==> src/rtl/gpr_seq_pkg.sv <==
// Shared constants and enumerations for the gpr bit-serial operation sequencer.
package gpr_seq_pkg;

  localparam int WIDTH = 8;
  localparam int CNT_W = $clog2(WIDTH);

  typedef enum logic [1:0] {
    OP_LOAD = 2'b00,
    OP_ADD  = 2'b01,
    OP_SUB  = 2'b10,
    OP_SRA  = 2'b11
  } op_e;

  typedef enum logic [1:0] {
    IDLE = 2'b00,
    RUN  = 2'b01,
    DONE = 2'b10
  } state_e;

endpackage

==> src/rtl/gpr_seq_serial_fa.sv <==
// Bit-serial full adder: combinational sum and next carry, with a carry flop
// that can be preset (0 for ADD, 1 for SUB) before the first bit.
module serial_fa (
  input  logic i_clk,
  input  logic i_rst_n,
  input  logic i_init,
  input  logic i_cinit,
  input  logic i_en,
  input  logic i_a,
  input  logic i_b,
  output logic o_sum,
  output logic o_cout
);

  logic carry_q;
  logic carry_d;

  assign o_sum   = i_a ^ i_b ^ carry_q;
  assign o_cout  = (i_a & i_b) | (i_a & carry_q) | (i_b & carry_q);

  always_comb begin
    carry_d = carry_q;
    if (i_init) begin
      carry_d = i_cinit;
    end else if (i_en) begin
      carry_d = o_cout;
    end
  end

  always_ff @(posedge i_clk) begin
    if (!i_rst_n) begin
      carry_q <= 1'b0;
    end else begin
      carry_q <= carry_d;
    end
  end

endmodule

==> src/rtl/gpr_seq.sv <==
// Sequencer driving the two-entry shift-register file gpr: LOAD, ADD, SUB and
// arithmetic shift right, one bit per cycle, with carry/zero flags and a done pulse.
module gpr_seq
  import gpr_seq_pkg::*;
#(
  parameter int WIDTH = gpr_seq_pkg::WIDTH
) (
  input  logic                       i_clk,
  input  logic                       i_rst_n,
  input  logic                       i_cmd_valid,
  output logic                       o_cmd_ready,
  input  logic [1:0]                 i_cmd_op,
  input  logic                       i_cmd_dst,
  input  logic [WIDTH-1:0]           i_cmd_imm,
  input  logic [$clog2(WIDTH)-1:0]   i_cmd_amt,
  input  logic                       i_gpr_bit,
  input  logic [WIDTH-1:0]           i_ry,
  input  logic [WIDTH-1:0]           i_rx,
  output logic                       o_con_shift,
  output logic                       o_con_sign,
  output logic                       o_data_in,
  output logic                       o_data_sign,
  output logic                       o_rd_addr,
  output logic                       o_done,
  output logic                       o_flag_c,
  output logic                       o_flag_z
);

  localparam int CW = $clog2(WIDTH);
  localparam logic [CW-1:0] CNT_LAST = CW'(WIDTH - 1);

  state_e           state_q, state_d;
  op_e              op_q;
  logic             dst_q;
  logic [WIDTH-1:0] imm_q;
  logic [WIDTH-1:0] src_q;
  logic [CW-1:0]    amt_q;
  logic [CW-1:0]    cnt_q, cnt_d;
  logic             sign_q;
  logic             zacc_q;
  logic             pend_z_q;
  logic             pend_c_q;
  logic             flag_c_q, flag_c_d;
  logic             flag_z_q, flag_z_d;

  op_e              cmd_op;
  logic             accept;
  logic [WIDTH-1:0] dst_val;
  logic [WIDTH-1:0] src_val;
  logic [CW-1:0]    amt_m1_in;
  logic             sra_c_in;
  logic             sra_z_in;
  logic [CW-1:0]    last_cnt;
  logic             is_last;
  logic             is_arith;
  logic             in_run;
  logic             fa_b;
  logic             fa_sum;
  logic             fa_cout;

  assign cmd_op   = op_e'(i_cmd_op);
  assign accept   = i_cmd_valid && (state_q == IDLE);
  assign dst_val  = i_cmd_dst ? i_rx : i_ry;
  assign src_val  = i_cmd_dst ? i_ry : i_rx;

  // SRA flags come straight from the pre-shift destination value.
  assign amt_m1_in = i_cmd_amt - CW'(1);
  assign sra_c_in  = (i_cmd_amt != '0) & dst_val[amt_m1_in];
  assign sra_z_in  = ((dst_val >> i_cmd_amt) == '0);

  assign last_cnt = (op_q == OP_SRA) ? (amt_q - CW'(1)) : CNT_LAST;
  assign is_last  = (cnt_q == last_cnt);
  assign is_arith = (op_q == OP_ADD) || (op_q == OP_SUB);
  assign in_run   = (state_q == RUN);

  // SUB is ADD of the inverted source with the carry preset to 1.
  assign fa_b = src_q[cnt_q] ^ (op_q == OP_SUB);

  serial_fa u_fa (
    .i_clk   (i_clk),
    .i_rst_n (i_rst_n),
    .i_init  (accept),
    .i_cinit (cmd_op == OP_SUB),
    .i_en    (in_run && is_arith),
    .i_a     (i_gpr_bit),
    .i_b     (fa_b),
    .o_sum   (fa_sum),
    .o_cout  (fa_cout)
  );

  always_comb begin
    state_d     = state_q;
    cnt_d       = cnt_q;
    flag_c_d    = flag_c_q;
    flag_z_d    = flag_z_q;
    o_cmd_ready = 1'b0;
    o_con_shift = 1'b0;
    o_con_sign  = 1'b0;
    o_data_in   = 1'b0;
    o_data_sign = 1'b0;
    o_rd_addr   = 1'b0;
    o_done      = 1'b0;
    case (state_q)
      IDLE: begin
        o_cmd_ready = 1'b1;
        cnt_d       = '0;
        if (i_cmd_valid) begin
          if ((cmd_op == OP_SRA) && (i_cmd_amt == '0)) begin
            state_d  = DONE;
            flag_c_d = 1'b0;
            flag_z_d = sra_z_in;
          end else begin
            state_d = RUN;
          end
        end
      end
      RUN: begin
        o_con_shift = 1'b1;
        o_rd_addr   = dst_q;
        case (op_q)
          OP_LOAD: o_data_in = imm_q[cnt_q];
          OP_ADD,
          OP_SUB:  o_data_in = fa_sum;
          OP_SRA: begin
            o_con_sign  = 1'b1;
            o_data_sign = sign_q;
          end
          default: o_data_in = 1'b0;
        endcase
        cnt_d = cnt_q + CW'(1);
        if (is_last) begin
          state_d = DONE;
          cnt_d   = '0;
          if (is_arith) begin
            flag_c_d = fa_cout;
            flag_z_d = zacc_q & ~fa_sum;
          end else begin
            flag_c_d = pend_c_q;
            flag_z_d = pend_z_q;
          end
        end
      end
      DONE: begin
        o_done  = 1'b1;
        state_d = IDLE;
      end
      default: state_d = IDLE;
    endcase
  end

  always_ff @(posedge i_clk) begin
    if (!i_rst_n) begin
      state_q  <= IDLE;
      cnt_q    <= '0;
      op_q     <= OP_LOAD;
      dst_q    <= 1'b0;
      imm_q    <= '0;
      src_q    <= '0;
      amt_q    <= '0;
      sign_q   <= 1'b0;
      zacc_q   <= 1'b0;
      pend_z_q <= 1'b0;
      pend_c_q <= 1'b0;
      flag_c_q <= 1'b0;
      flag_z_q <= 1'b0;
    end else begin
      state_q  <= state_d;
      cnt_q    <= cnt_d;
      flag_c_q <= flag_c_d;
      flag_z_q <= flag_z_d;
      if (accept) begin
        op_q     <= cmd_op;
        dst_q    <= i_cmd_dst;
        imm_q    <= i_cmd_imm;
        src_q    <= src_val;
        amt_q    <= i_cmd_amt;
        sign_q   <= dst_val[WIDTH-1];
        zacc_q   <= 1'b1;
        pend_z_q <= (cmd_op == OP_SRA) ? sra_z_in : (i_cmd_imm == '0);
        pend_c_q <= (cmd_op == OP_SRA) ? sra_c_in : 1'b0;
      end else if (in_run && is_arith) begin
        zacc_q <= zacc_q & ~fa_sum;
      end
    end
  end

  assign o_flag_c = flag_c_q;
  assign o_flag_z = flag_z_q;

endmodule

==> config.mk <==
export PLATFORM = sky130hd
export DESIGN_NAME = gpr_seq
export DESIGN_NICKNAME = d
export VERILOG_FILES = /design/src/rtl/gpr_seq_pkg.sv /design/src/rtl/gpr_seq_serial_fa.sv /design/src/rtl/gpr_seq.sv
export SDC_FILE = /design/constraint.sdc
export NUM_CORES = 1
export LEC_CHECK = 0
export ABC_CLOCK_PERIOD_IN_PS = 7900
export CELL_PAD_IN_SITES_DETAIL_PLACEMENT = 1
export CELL_PAD_IN_SITES_GLOBAL_PLACEMENT = 2
export CORE_AREA = 2 2 84 86
export DETAILED_ROUTE_END_ITERATION = 8
export DIE_AREA = 0 0 86 88
export PLACE_DENSITY_LB_ADDON = 0.1
export SYNTH_ARGS = -nofsm -noshare
export SYNTH_HDL_FRONTEND = slang
export SYNTH_HIERARCHICAL = 1
export SYNTH_SLANG_ARGS = --single-unit
==> constraint.sdc <==
create_clock -name i_clk -period 7.9 [get_ports i_clk]
set_input_delay 2.37 -clock i_clk [delete_from_list [all_inputs] [get_ports i_clk]]
set_output_delay 2.37 -clock i_clk [all_outputs]
set_load 0.05 [all_outputs]
-- Word-level counts from Yosys, hierarchy flattened
Index checks and enable logic that the tools add are counted.
- input bits: 34
- bits in registers: 34
- output and inout port bits: 9
- word-level logic and storage cells: 98
- bitwise operators: 11
- muxes and demuxes: 41
- shift operators: 1
- equality and inequality tests: 11
- $add $sub $neg: 3
- reduce and logical (&&, ||, !) cells: 15
- $lt $le $gt $ge: 2
- operator list (cell ; number):
    $mux W1 ; 26
    $logic_not A8 Y1 ; 2
    $mux W8 ; 2
    $eq A2 B2 Y1 const B ; 5
    $bmux W1 S3 ; 3
    $lt A3 B4 Y1 const B ; 2
    $shr A8 B3 Y8 ; 1
    $mux W2 ; 3
    $mux W3 ; 2
    $pmux W1 S2 ; 3
    $pmux W3 S2 ; 1
    $sub A3 B1 Y3 const B ; 2
    $and A1 B1 Y1 ; 5
    $eq A2 B1 Y1 const B ; 2
    $logic_not A2 Y1 ; 2
    $ne A2 B2 Y1 const B ; 2
    $pmux W2 S2 ; 1
    $reduce_and A4 Y1 ; 1
    $reduce_bool A2 Y1 ; 2
    $add A3 B1 Y3 const B ; 1
    $eq A3 B3 Y1 ; 1
    $logic_and A1 B1 Y1 ; 3
    $logic_not A3 Y1 ; 1
    $reduce_bool A3 Y1 ; 1
    7 further kinds ; 10

-- Longest topological paths before layout
Gate-level depths: netlist of the first run.
- word-level depth: 10
- depth in mapped cells: 9
- depth with buffers taken out: 8

-- By module
The synthesis of the first run kept the hierarchy.
- modules (own cells, without submodules) (module ; times used ; area an instance (um2) ; cells an instance):
    gpr_seq ; 1 ; 2048.2 ; 231
    serial_fa ; 1 ; 67.6 ; 5

-- Worst setup path after synthesis of the first run
No wires, ideal clock.
- path type: input port to output port
- start: input port i_gpr_bit
- end: output port o_data_in
- buffers on the path: 0
- data required time: 5.530 ns
- cell stages on the path: 3
- arrival: 4.133 ns
- slack: 1.397 ns
- path through: fa_1 > nand2_1 > a211oi_1
- cells in the longest elaborated chain, start to end: 4
- ends and longest elaborated chain (element ; line ; source):
    start, declared ; gpr_seq.sv:16 ; input logic i_gpr_bit,
    $xor A1 B1 Y1 (2 in series) ; gpr_seq_serial_fa.sv:18 ; assign o_sum = i_a ^ i_b ^ carry_q;
    $pmux W1 S2 ; gpr_seq.sv:120 ; case (op_q)
    $mux W1 ; gpr_seq.sv:103 ; case (state_q)
    end, declared ; gpr_seq.sv:21 ; output logic o_data_in,
No other way between the ends.

-- Worst setup path in the final report of the first run
- start: input port i_gpr_bit
- end: output port o_data_in
- cells in the longest elaborated chain, start to end: 4
- ends and longest elaborated chain (element ; line ; source):
    $xor A1 B1 Y1 (2 in series) ; gpr_seq_serial_fa.sv:18 ;
    via fa_sum ; gpr_seq.sv:58 ; logic fa_sum;
    $pmux W1 S2 ; gpr_seq.sv:120 ;
    $mux W1 ; gpr_seq.sv:103 ;
The timed path passes the listed nets, and every way through them passes these cells.

==> run metrics, run 1 <==
status finished, final reports clean; crit path DAT 4.45 ns; die span in y 88 um; Max rail drop VDD 0.05889 mV; RSZ-0062 raised after global routing no; CTS Buf Count 5; synthesized netlist cell count 236; Max Clk Rate 0.1465 GHz; Post-synth top cells 46 x nand2_1, 34 x dfxtp_1, 19 x mux2i_1; WL/cell 15.72 um; vias in the first global route 1818; relative slew slack 24.50%; initial DRC count 48; final WL 5548 um; Power Density about 180 nW/um^2; # H-tree levels 2; Tmin final 6.824 ns; top post-synthesis cells by area dfxtp_1 32%, mux2i_1 9.0%, nand2_1 8.2%, mux4_2 7.5%, a21boi_0 6.0%; Synth Register Bits 34; Max Cap Violations 0; CTS tree built; Vias 1822; post-DP HPWL between 4000 and 5000 um; Fin. Hold Viols 0; fillers between 700 and 800; Mapped Avg Cell Area 8.965 um^2; Post-Synthesis Cell Area between 2000 and 2500 um^2; Area growth syn-to-layout 26.37%; most congested layer reported by global routing met2; type of origin of the critical path primary input; Post-route DRC 0; num ports 43; post-synth top area cell dfxtp_1; largest net degree at the start of global routing 38; DIE WIDTH ~86 um; M3 GR Usage 2.545%; post-synthesis net count 278; final non-filler cell total 353; Worst-Skew Late Latency ~0.29 ns; Std-Cell Rows 30; fin nets 314; Initial DRT Pass Iterations 4; fin crit share between 80% and 90%; Global Route met2 Usage 26.36%; synth unique cells 47; Synth Flop Type dfxtp_1; Slew Viols, Final 0; clk_skew 0.005415 ns; post_cts resized 0; die area 7568 um^2; count leader, synth nand2_1; PortBufs 42; RD Place Congestion 0.7620; P_leak about 1.1 nW; initial antenna violation count 0; CTS Sinks 34; grt met1 use between 20% and 30%; CTS Root Cell clkbuf_8; Crit Path Class primary input to output pin; hold_ws around 0.47 ns; Seq/Total Area, Yosys 32.17%; Reg clk slew, reported paths 0.07 ns; R2R depth 8; Yosys Warn Count 6; Crit Path Max Fanout 2; core outline area 6644 um^2; antenna fix cells 0; share of layout cells above drive strength 1 under 10%; dpl cells 345; WHS Path Cells 2; critical path endpoint category output pin; Via density 5.161; Detail Route Antenna Nets 0; Setup Viol. Count Final 0; Initial Util 31.85%; Synth async-reset ratio 0%; Tot GR Track Use 15.84%; setup bufs post-CTS 0; Worst Path Required roughly 5.5 ns; Min-Delay Path Class register to register; first-pass GRT wire length 9197 um; worst-margin pin slew 1.129 ns; setup TNS 0 ns; Clock Tree Buf Depth 2; Post-synth EDFFs 0; GR Overflow Total 0; hold-fix buffers at CTS 0; post-synth top area share around a third
-- cell usage in the layout, fill, tap and decap left out, types with 2 or more instances in the layout --
cell             Yosys  routed
a21oi_1              5       5
a22oi_1              2       2
nor4_1               3       3
a31oi_1              2       2
and2_1               4       4
nor2b_1              3       3
clkdlybuf4s50_1      0      42
a211oi_1             4       4
nand2b_1             2       2
ha_1                 7       7
o211a_1             10      10
a21boi_0            17      17
and3b_1              2       2
dfxtp_1             34      34
inv_1                8       8
mux2_2               2       2
xnor2_1              3       3
mux4_2               7       7
nand3_1              4       4
clkbuf_8             0       6
and3_1               2       2
nor2_1               5       5
o21ai_0             11      11
mux2i_1             19      19
nand2_1             46      46
-- cells by family after synthesis --
logic type	Yosys count	share of synthesized area (%)
compound gates	56	19.28
buf+inv	24	4.790
xor+xnor	4	1.656
flops	34	32.17
fa+ha+maj	8	5.086
simple gates	81	18.98
mux	29	18.04
-- sequential cells by signal (all words and copies together), names as in the netlist --
register and count:
state_q 2, u_fa/carry_q 1, o_flag_z 1, pend_c_q 1
dst_q 1, zacc_q 1, cnt_q 3, pend_z_q 1
imm_q 8, o_flag_c 1, op_q 2, src_q 8
amt_q 3, sign_q 1
-- worst max-delay path, cell delays in order --
cell             delay, ns
clkdlybuf4s50_1       0.43
fa_1                  0.56
nand2_1               0.07
a211oi_1              0.19
clkdlybuf4s50_1       0.83
-- power breakdown --
part / internal (mW) / switching (mW) / total, mW / leakage [nW]
Clock: 0.0704 / 0.0646 / 0.135 / 0.0482
Sequential: 0.188 / 0.0159 / 0.204 / 0.279
Combinational: 0.0661 / 0.0745 / 0.141 / 0.795
Total: 0.324 / 0.155 / 0.479 / 1.12
-- through the flow --
step / instance area (um^2) / power (mW) / setup WS [ns] / utilization, %
2_1_floorplan: 2116 / 0.2990 / 1.397 / -
3_3_place_gp: 2582 / 0.3489 / 1.076 / 38.87
3_5_place_dp: 2582 / 0.3507 / 1.066 / 38.87
4_1_cts: 2674 / 0.4877 / 1.059 / 40.24
5_1_grt: 2674 / 0.5128 / 0.9986 / 40.24
6_report: 2674 / 0.4794 / 1.076 / 40.24
-- per-layer routing --
layer / wire length, um / vias up
met5: 0 / -
met4: 82 / 0
met3: 169 / 6
met2: 2516 / 34
met1: 2779 / 864
li1: - / 918
-- final cells by class --
type | instances | area, um^2 | area share (%)
clock buffers | 7 | 86.33 | 3.229
well taps | 80 | 100.1 | 3.744
clock inverters | 1 | 5.005 | 0.1872
repair buffers | 43 | 427.9 | 16.00
inverters | 10 | 40.04 | 1.497
multi-input cells | 178 | 1334 | 49.88
flip-flops and latches | 34 | 680.7 | 25.46
-- final timing paths --
path / from / end / slack [ns]
setup / recovery: i_gpr_bit / o_data_in / 1.08
hold / removal: dst_q$_SDFFE_PN0P_ / dst_q$_SDFFE_PN0P_ / 0.47
setup reg to reg: cnt_q[0]$_SDFFE_PN0P_ / o_flag_z$_SDFFE_PN0P_ / 4.98
hold reg to reg: dst_q$_SDFFE_PN0P_ / dst_q$_SDFFE_PN0P_ / 0.47
Power figures use the tool's default switching activity.
==> run 2: changes to the inputs <==
ABC_CLOCK_PERIOD_IN_PS = 7700   (was 7900)
CORE_AREA = 2 2 86 88   (was 2 2 84 86)
DIE_AREA = 0 0 88 90   (was 0 0 86 88)
clock period = 7.7 ns   (was 7.9 ns; I/O delays follow)
==> run 2 against run 1 <==
Against the previous run:
- combinational power increased by 4%
- sequential share of layout area down 0.29 points
- routed wire length up 1.9%
- critical endpoint unchanged
- highest routed layer unchanged
==> run metrics, run 2 (synthesis results as in run 1) <==
status finished, final reports clean; setup TNS 0 ns; Detail Route Antenna Nets 0; hold-fix buffers at CTS 0; Setup Viol. Count Final 0; CP Launch Point i_gpr_bit; initial DRC count 54; setup bufs post-CTS 0; fin crit share 87.17%; DIE WIDTH 88 um; clk_skew 0.007505 ns; die span in y 90 um; Max Clk Rate 0.1490 GHz; Worst Path Required 5.39 ns; overall power 494.0 uW; hold_ws 0.4600 ns; Reg clk slew, reported paths 0.07 ns; Area growth syn-to-layout 27.85%; hold_sp dst_q$_SDFFE_PN0P_; reg2reg end o_flag_z$_SDFFE_PN0P_; Via density roughly 5; RSZ-0062 raised after global routing no; largest net degree at the start of global routing 38; fillers 832; Post-route DRC 0; first-pass GRT wire length ~9500 um; Hold EP dst_q$_SDFFE_PN0P_; # H-tree levels 2; CTS Root Cell clkbuf_8; RD Place Congestion approximately 0.82; fin nets about 320; CTS Buf Count 5; worst-margin pin slew 1.121 ns; CTS tree built; origin of the critical flop-to-flop path cnt_q[0]$_SDFFE_PN0P_; Clock Tree Buf Depth 2; core outline area 7020 um^2; commonest non-fill, non-tap cell in the layout nand2_1; final WL 5655 um; Initial DRT Pass Iterations 4; Crit Path Class primary input to output pin; R2R depth 8; Max rail drop VDD just over 0.07 mV; Max Cap Violations 0; Tmin final ~6.7 ns; critical path endpoint category output pin; Slew Viols, Final 0; post_cts resized 0; Std-Cell Rows 31; Design Area, Final 2705 um^2; WHS Path Cells 2; initial antenna violation count 0; CTS Sinks 34; antenna fix cells 0; type of origin of the critical path primary input; Initial Util 30.14%; Worst-Skew Late Latency 0.29 ns; Power Density 182.6 nW/um^2; P_leak 1.127 nW; commonest non-fill, non-tap cells in the layout 46 x nand2_1, 42 x clkdlybuf4s50_1, 34 x dfxtp_1; Worst R2R Setup Slack 4.82 ns; Tot GR Track Use 15.37%; Post-Place Cell Area 2614 um^2; largest registers imm_q (8), src_q (8); num ports 43; post-DP HPWL 4309 um; share of layout cells above drive strength 1 8.029%; vias in the first global route between 1500 and 2000; crit path DAT 4.40 ns; Fin. Hold Viols 0; Min-Delay Path Class register to register; die area 7920 um^2; WL/cell 15.16 um; Vias 1847; PortBufs between 40 and 50; GR Overflow Total 0; Crit Path Max Fanout 2; relative slew slack 25.06%
run 2: changes by cell type in the layout (fill, tap and decap cells not counted), sizes merged:
cell	change
buf	+1
run 2: cell type report:
type                            count  area, um^2  share of cell area, %
Clock buffer                        7       86.33                  3.191
Multi-Input combinational cell    178        1334                  49.31
Inverter                           10       40.04                  1.480
Timing Repair Buffer               44       435.4                  16.10
Tap cell                           99       123.9                  4.579
Clock inverter                      1       5.005                 0.1850
Sequential cell                    34       680.7                  25.16
run 2: power by group:
part / switching, mW / total (mW) / leakage [nW] / internal (mW)
combinational: 0.0776 / 0.146 / 0.799 / 0.0688
sequential: 0.0159 / 0.209 / 0.279 / 0.193
clock: 0.0665 / 0.139 / 0.0482 / 0.0722
run 2: worst max path at each step:
stage	endpoint	slack, ns	cells after the start
6_report	o_data_in	0.99	5
3_3_place_gp	o_data_in	0.97	5
2_1_floorplan	o_data_in	1.32	3
4_1_cts	o_data_in	0.97	5
3_5_place_dp	o_data_in	0.97	5
5_1_grt	o_data_in	0.90	5
run 2: worst max-delay path, cell delays in order:
cell and delay [ns]:
clkdlybuf4s50_1 0.43, fa_1 0.57, nand2_1 0.07, a211oi_1 0.19, clkdlybuf4s50_1 0.83
run 2: metal layers:
metal | part of all wire, % | GRT usage [%] | wire (um) | vias to the layer above
met5 | 0 | 0 | 0 | -
met2 | 46 | 23.99 | 2576 | 40
met1 | 50 | 21.66 | 2825 | 884
li1 | - | - | - | 918
met4 | 1.2 | 3.846 | 67 | 0
met3 | 3.3 | 2.938 | 186 | 5
run 2: metrics by stage:
stage               setup WS (ns)  util (%)  std cells
detailed placement         0.9717     37.23        365
floorplan                   1.317         -        236
CTS                        0.9663     38.53        373
global route               0.9046     38.53        373
global placement           0.9682     37.23        365
finish                     0.9878     38.53        373
